$ cat src/rtl/periodic_pattern_gen.sv
// periodic_pattern_gen: programmable square/sawtooth/pulse sample source with its own sample clock.
// Build macro PATTERN_NOISE_EN adds LFSR dither (-4..+3, saturating) to every sample.
//
// state | meaning
// IDLE  | waiting for start; config writable
// LOAD  | 16-cycle restoring division, step = floor(2A/P)
// RUN   | emitting one sample per sample_clk rise
// DRAIN | stop seen; finish current period, then IDLE
module periodic_pattern_gen #(
  parameter int DATA_WIDTH = 12,
  parameter int CLK_DIV    = 20,
  parameter int MIN_PERIOD = 20,
  parameter int MAX_PERIOD = 512
) (
  input  logic                         clk,
  input  logic                         rst,
  input  logic                         cfg_valid,
  output logic                         cfg_ready,
  input  logic [15:0]                  cfg_period,
  input  logic [DATA_WIDTH-2:0]        cfg_amp,
  input  logic [1:0]                   cfg_shape,
  output logic                         cfg_err,
  input  logic                         start,
  input  logic                         stop,
  output logic                         sample_clk,
  output logic signed [DATA_WIDTH-1:0] data_out,
  output logic                         en,
  output logic                         busy,
  output logic [15:0]                  period_ref
);
  localparam int AW = DATA_WIDTH + 1;
  localparam int DW = $clog2(CLK_DIV);
  localparam logic [1:0] S_IDLE  = 2'd0;
  localparam logic [1:0] S_LOAD  = 2'd1;
  localparam logic [1:0] S_RUN   = 2'd2;
  localparam logic [1:0] S_DRAIN = 2'd3;
  localparam logic [DW-1:0] DIV_LAST = DW'(CLK_DIV - 1);
  localparam logic [DW-1:0] DIV_HALF = DW'(CLK_DIV / 2);
  localparam logic [15:0] MIN_P = 16'(MIN_PERIOD);
  localparam logic [15:0] MAX_P = 16'(MAX_PERIOD);
  localparam logic signed [AW:0] SAT_MAX = (AW+1)'(2**(DATA_WIDTH-1) - 1);
  localparam logic signed [AW:0] SAT_MIN = (AW+1)'(-(2**(DATA_WIDTH-1)));

  logic [1:0]            state;
  logic [DW-1:0]         div_cnt;
  logic [15:0]           per_r;
  logic [DATA_WIDTH-2:0] amp_r;
  logic [1:0]            shape_r;
  logic [3:0]            load_cnt;
  logic [15:0]           div_rem, div_q;
  logic                  stop_pend, first;
  logic [15:0]           ph;
  logic signed [AW-1:0]  acc;

  logic                  rise, cfg_accept, cfg_legal;
  logic [15:0]           eff_per;
  logic [DATA_WIDTH-2:0] eff_amp;
  logic [16:0]           rem_sh;
  logic                  rem_ge;
  logic [15:0]           rem_nx;
  logic [15:0]           ph_nx;
  logic                  wrap;
  logic signed [AW-1:0]  amp_s, step_s, acc_nx, val;
  logic signed [AW:0]    noise, sum;
  logic signed [DATA_WIDTH-1:0] sample;

  assign rise       = (div_cnt == '0);
  assign cfg_ready  = (state == S_IDLE);
  assign busy       = (state != S_IDLE);
  assign period_ref = per_r;
  assign cfg_accept = cfg_valid && (state == S_IDLE);
  assign cfg_legal  = (cfg_period >= MIN_P) && (cfg_period <= MAX_P) && (cfg_shape != 2'd3);
  assign eff_per    = (cfg_accept && cfg_legal) ? cfg_period : per_r;
  assign eff_amp    = (cfg_accept && cfg_legal) ? cfg_amp : amp_r;

  // One restoring-division step per LOAD cycle; divisor is the already-committed period.
  assign rem_sh = {div_rem, div_q[15]};
  assign rem_ge = (rem_sh >= {1'b0, per_r});
  assign rem_nx = rem_ge ? 16'(rem_sh - {1'b0, per_r}) : rem_sh[15:0];

  assign ph_nx  = (first || (ph == per_r - 16'd1)) ? 16'd0 : ph + 16'd1;
  assign wrap   = (ph_nx == 16'd0);
  assign amp_s  = $signed({2'b00, amp_r});
  assign step_s = $signed(AW'(div_q));
  assign acc_nx = wrap ? -amp_s : acc + step_s;

  always_comb begin
    val = '0;
    case (shape_r)
      2'd0:    val = (ph_nx < {1'b0, per_r[15:1]}) ? amp_s : -amp_s;
      2'd1:    val = acc_nx;
      2'd2:    val = wrap ? amp_s : '0;
      default: val = '0;
    endcase
  end

`ifdef PATTERN_NOISE_EN
  logic [15:0] lfsr;
  always_ff @(posedge clk) begin
    if (rst) lfsr <= 16'hACE1;
    else if (rise) lfsr <= {lfsr[14:0], lfsr[15] ^ lfsr[13] ^ lfsr[12] ^ lfsr[10]};
  end
  assign noise = $signed({{(AW-2){1'b0}}, lfsr[2:0]}) - (AW+1)'(4);
`else
  assign noise = '0;
`endif

  always_comb begin
    sum = $signed({val[AW-1], val}) + noise;
    if (sum > SAT_MAX)      sample = SAT_MAX[DATA_WIDTH-1:0];
    else if (sum < SAT_MIN) sample = SAT_MIN[DATA_WIDTH-1:0];
    else                    sample = sum[DATA_WIDTH-1:0];
  end

  always_ff @(posedge clk) begin
    if (rst) begin
      state      <= S_IDLE;
      div_cnt    <= '0;
      sample_clk <= 1'b0;
      data_out   <= '0;
      en         <= 1'b0;
      cfg_err    <= 1'b0;
      per_r      <= 16'd64;
      amp_r      <= (DATA_WIDTH-1)'(1000);
      shape_r    <= 2'd0;
      load_cnt   <= '0;
      div_rem    <= '0;
      div_q      <= '0;
      stop_pend  <= 1'b0;
      first      <= 1'b0;
      ph         <= '0;
      acc        <= '0;
    end else begin
      cfg_err <= 1'b0;
      div_cnt <= (div_cnt == DIV_LAST) ? '0 : div_cnt + DW'(1);
      if (rise) sample_clk <= 1'b1;
      else if (div_cnt == DIV_HALF) sample_clk <= 1'b0;

      if (cfg_accept) begin
        if (cfg_legal) begin
          per_r   <= cfg_period;
          amp_r   <= cfg_amp;
          shape_r <= cfg_shape;
        end else begin
          cfg_err <= 1'b1;
        end
      end

      case (state)
        S_IDLE: begin
          if (start && !(cfg_accept && !cfg_legal)) begin
            state     <= S_LOAD;
            load_cnt  <= '0;
            div_rem   <= '0;
            div_q     <= 16'({eff_amp, 1'b0});
            stop_pend <= 1'b0;
          end
        end
        S_LOAD: begin
          div_rem  <= rem_nx;
          div_q    <= {div_q[14:0], rem_ge};
          load_cnt <= load_cnt + 4'd1;
          if (stop) stop_pend <= 1'b1;
          if (load_cnt == 4'd15) begin
            state <= (stop_pend || stop) ? S_IDLE : S_RUN;
            first <= 1'b1;
          end
        end
        S_RUN, S_DRAIN: begin
          if (state == S_RUN && stop) state <= S_DRAIN;
          if (rise) begin
            first <= 1'b0;
            if (state == S_DRAIN && wrap) begin
              data_out <= '0;
              en       <= 1'b0;
              state    <= S_IDLE;
            end else begin
              ph       <= ph_nx;
              acc      <= acc_nx;
              data_out <= sample;
              en       <= 1'b1;
            end
          end
        end
        default: state <= S_IDLE;
      endcase
    end
  end
endmodule

$ cat config.mk
export PLATFORM = sky130hd
export DESIGN_NAME = periodic_pattern_gen
export DESIGN_NICKNAME = d
export VERILOG_FILES = /design/src/rtl/periodic_pattern_gen.sv
export SDC_FILE = /design/constraint.sdc
export NUM_CORES = 1
export LEC_CHECK = 0
export CAP_MARGIN = 15
export CELL_PAD_IN_SITES_DETAIL_PLACEMENT = 2
export CELL_PAD_IN_SITES_GLOBAL_PLACEMENT = 2
export CORE_MARGIN = 5
export CORE_UTILIZATION = 35
export CTS_CLUSTER_SIZE = 40
export DETAILED_ROUTE_END_ITERATION = 8
export GPL_ROUTABILITY_DRIVEN = 0
export PLACE_DENSITY_LB_ADDON = 0.1
export SLEW_MARGIN = 20
export SYNTH_ARGS = -nofsm -noshare
export SYNTH_HDL_FRONTEND = slang
export SYNTH_SLANG_ARGS = --single-unit
$ cat constraint.sdc
create_clock -name clk -period 6.05 [get_ports clk]
set_input_delay 1.21 -clock clk [delete_from_list [all_inputs] [get_ports clk]]
set_output_delay 1.21 -clock clk [all_outputs]
set_load 0.01 [all_outputs]
==> results.json <==
{
  "yosys.area.top_type": "dfxtp_1",
  "syn_area_per_cell_um2": 7.80,
  "synthTopCellsByArea": "dfxtp_1, ha_1, nor2_1, nand2_1, a21oi_1",
  "switchingPower_mw": 1.12,
  "antenna_left": 0,
  "synth-seq-cells": 118,
  "dieArea_mm2": 0.0258,
  "pwr-share-clk": 0.356,
  "slew_headroom": 0.356,
  "diodes": 0,
  "cts_tree": "built",
  "maxSlewViolCount": 0,
  "p_per_area_mw_per_mm2": 312,
  "finish.utilization": 0.416,
  "ys.flop_type": "dfxtp_1",
  "crit_required_ns": 6.40,
  "comb_power_share": 0.342,
  "wirelength_um": 28500,
  "switching_share": 0.385,
  "vias_per_cell": 5.63,
  "ys_warn_count": 0,
  "min_period_over_period": 0.928,
  "htree_levels": 4,
  "grt_max_degree": 54,
  "cts_hold_buffers": 0,
  "worstHoldStart": "div_q[14]",
  "synth-seq-area-share": 0.298,
  "setup_violations": 0,
  "async_flop_share": 0,
  "core_mm2": 0.0225,
  "ys_types": 69,
  "crit_fanout": 19,
  "gr-total-overflow": 0,
  "drc": 0,
  "holdWs_ns": 0.460,
  "std_cell_rows": 55,
  "layout-drive-gt1-share": 0.0714,
  "numPortBuffers": 66,
  "fillers": 2582,
  "die_x_um": 161,
  "syn2layout_area_growth_pct": 18.0,
  "yosysTopAreaCellShare": 0.298,
  "hold_depth": 2,
  "num_vias": 7594,
  "worstHoldPathType": "register to register",
  "hold_viol_final": 0,
  "synth.most_common_cell": "nor2_1",
  "r2r_cells": 18,
  "rsz0062_at_grt": "false",
  "synth_area_mm2": 0.00794,
  "finClkSkew_ns": 0.0133,
  "drt_pass1_iterations": 4,
  "r2r-start": "period_ref[2]",
  "yosys-top-cells-count": "nor2_1, dfxtp_1, nand2_1",
  "wl_per_cell_um": 21.2,
  "io-pin-count": 67,
  "clockBufferDepth": 2,
  "internal_power_mw": 1.80,
  "antenna_found_initial": 0,
  "synth_nets": 1102,
  "cts_resized": 0,
  "seqCellArea_mm2": 0.00236,
  "start_util": 0.353,
  "fin_crit_ns": 5.61,
  "start_kind": "register",
  "clk_latency_ns": 0.44,
  "post_cts_buffers": 0,
  "maxCapViolCount": 0,
  "worstSetupEndpointType": "register",
  "grt_pass1_wl_um": 45400,
  "p_seq_frac": 0.302,
  "dpl.hpwl_um": 21100,
  "drtIter0Drc": 282,
  "multi_input_area_mm2": 0.00518,
  "grt_pass1_vias": 8089,
  "worst-setup-path-type": "register to register",
  "grt_util_all_layers": 0.222,
  "clkTransAtPathRegs_ns": 0.07,
  "synth_edf_count": 0,
  "crit_arrival_ns": 5.96,
  "status": "complete, no violations",
  "worst_slew_pin_slew_ns": 0.966,
  "timing.setup.tns_ns": 0,
  "max_freq_mhz": 178,
  "cp-startpoint": "period_ref[2]",
  "clock-sinks": 118,
  "fin_nets": 1136,
  "die_h_um": 161,
  "p_leak_nw": 3.45,
  "cts_buffers": 17,
  "peakVddDrop_mv": 0.246,
  "syn_inst": 1017,
  "cts_root_buffer": "clkbuf_16"
}
[registers in the layout, indices dropped and copies added (netlist names)]
signal	cells
acc	13
amp_r	11
cfg_err	1
data_out	12
div_cnt	5
div_q	16
div_rem	16
en	1
first	1
load_cnt	4
period_ref	16
ph	16
sample_clk	1
shape_r	2
state	2
stop_pend	1
[through the flow]
step / total power [mW] / std cells / setup slack, ns / cell area (µm²)
after global placement: 2.24 / 1317 / 0.620 / 8760
after detailed placement: 2.25 / 1317 / 0.504 / 8760
after CTS: 3.30 / 1349 / 0.441 / 9360
final: 2.92 / 1349 / 0.438 / 9370
after floorplan: 1.64 / 1017 / 1.02 / 7940
after global routing: 3.11 / 1349 / 0.0864 / 9370
[per-layer routing]
| metal | vias up | track usage | share of wire |
|---|---|---|---|
| met5 | - | 0 | 0 |
| met4 | 0 | 0.0817 | 0.031 |
| met3 | 48 | 0.0346 | 0.028 |
| met2 | 119 | 0.401 | 0.50 |
| met1 | 3737 | 0.265 | 0.44 |
| li1 | 3690 | - | - |
[power groups by stage]
stage | sequential, mW | clock (mW) | combinational [mW]
final | 0.883 | 1.04 | 1.00
after floorplan | 0.882 | 0 | 0.760
after CTS | 0.912 | 1.06 | 1.33
after global placement | 0.929 | 0 | 1.31
after global routing | 0.890 | 1.10 | 1.12
after detailed placement | 0.928 | 0 | 1.32
[final cells by class]
| cell class | instances | share of cell area |
|---|---|---|
| tap | 285 | 0.0381 |
| sequential | 118 | 0.252 |
| timing repair buffer | 76 | 0.0783 |
| clock buffer | 17 | 0.0454 |
| clock inverter | 15 | 0.0179 |
| multi-input combinational | 801 | 0.553 |
| inverter | 37 | 0.0148 |
[critical path, stage by stage (launching register included)]
cell and delay (ns):
dfxtp_1 0.42, nor4_2 0.51, nand3_1 0.27, or3_1 0.39
xnor2_1 0.14, or4_4 0.57, o21ai_4 0.46, nor2_1 0.16
ha_1 0.33, and4_1 0.18, o21ai_0 0.10, nor4b_1 0.28
o21ai_0 0.18, a21o_1 0.27, a21oi_1 0.20, buf_4 0.20
nand2_1 0.08, a31o_1 0.43, a221oi_2 0.34
[layout by cell type (no fill, tap or decap), types with 6 or more instances in the layout]
master,instances
a211oi_1,27
a21o_1,8
a21oi_1,79
a221oi_2,11
a31oi_1,8
and2_1,7
and3_1,6
and4_1,7
buf_4,11
clkbuf_16,17
clkdlybuf4s50_1,65
dfxtp_1,118
ha_1,49
inv_1,37
inv_8,9
mux2i_1,38
nand2_1,108
nand2b_1,18
nand3_1,26
nand4_1,13
nor2_1,139
nor2b_1,11
nor3_1,25
nor3b_1,7
nor4_1,7
o21a_1,11
o21ai_0,46
o31ai_1,6
xnor2_1,32
xor2_1,29
[final timing paths]
check             slack [ns]     endpoint
hold reg to reg         0.46    div_q[15]
setup reg to reg        0.44  data_out[4]
hold / removal          0.46    div_q[15]
setup / recovery        0.44  data_out[4]
[cell families (layout without fill, tap and decap cells)]
logic type | after synthesis | count (layout) | share of synthesized area
flip-flops | 118 | 118 | 0.298
multiplexers | 39 | 39 | 0.0493
adder cells (fa/ha/maj) | 52 | 52 | 0.0835
AO/OA/AOI/OAI | 246 | 246 | 0.211
buffers and inverters | 98 | 145 | 0.0519
XOR/XNOR | 61 | 61 | 0.0673
AND/OR/NAND/NOR | 403 | 403 | 0.240
Power figures use the tool's default switching activity.
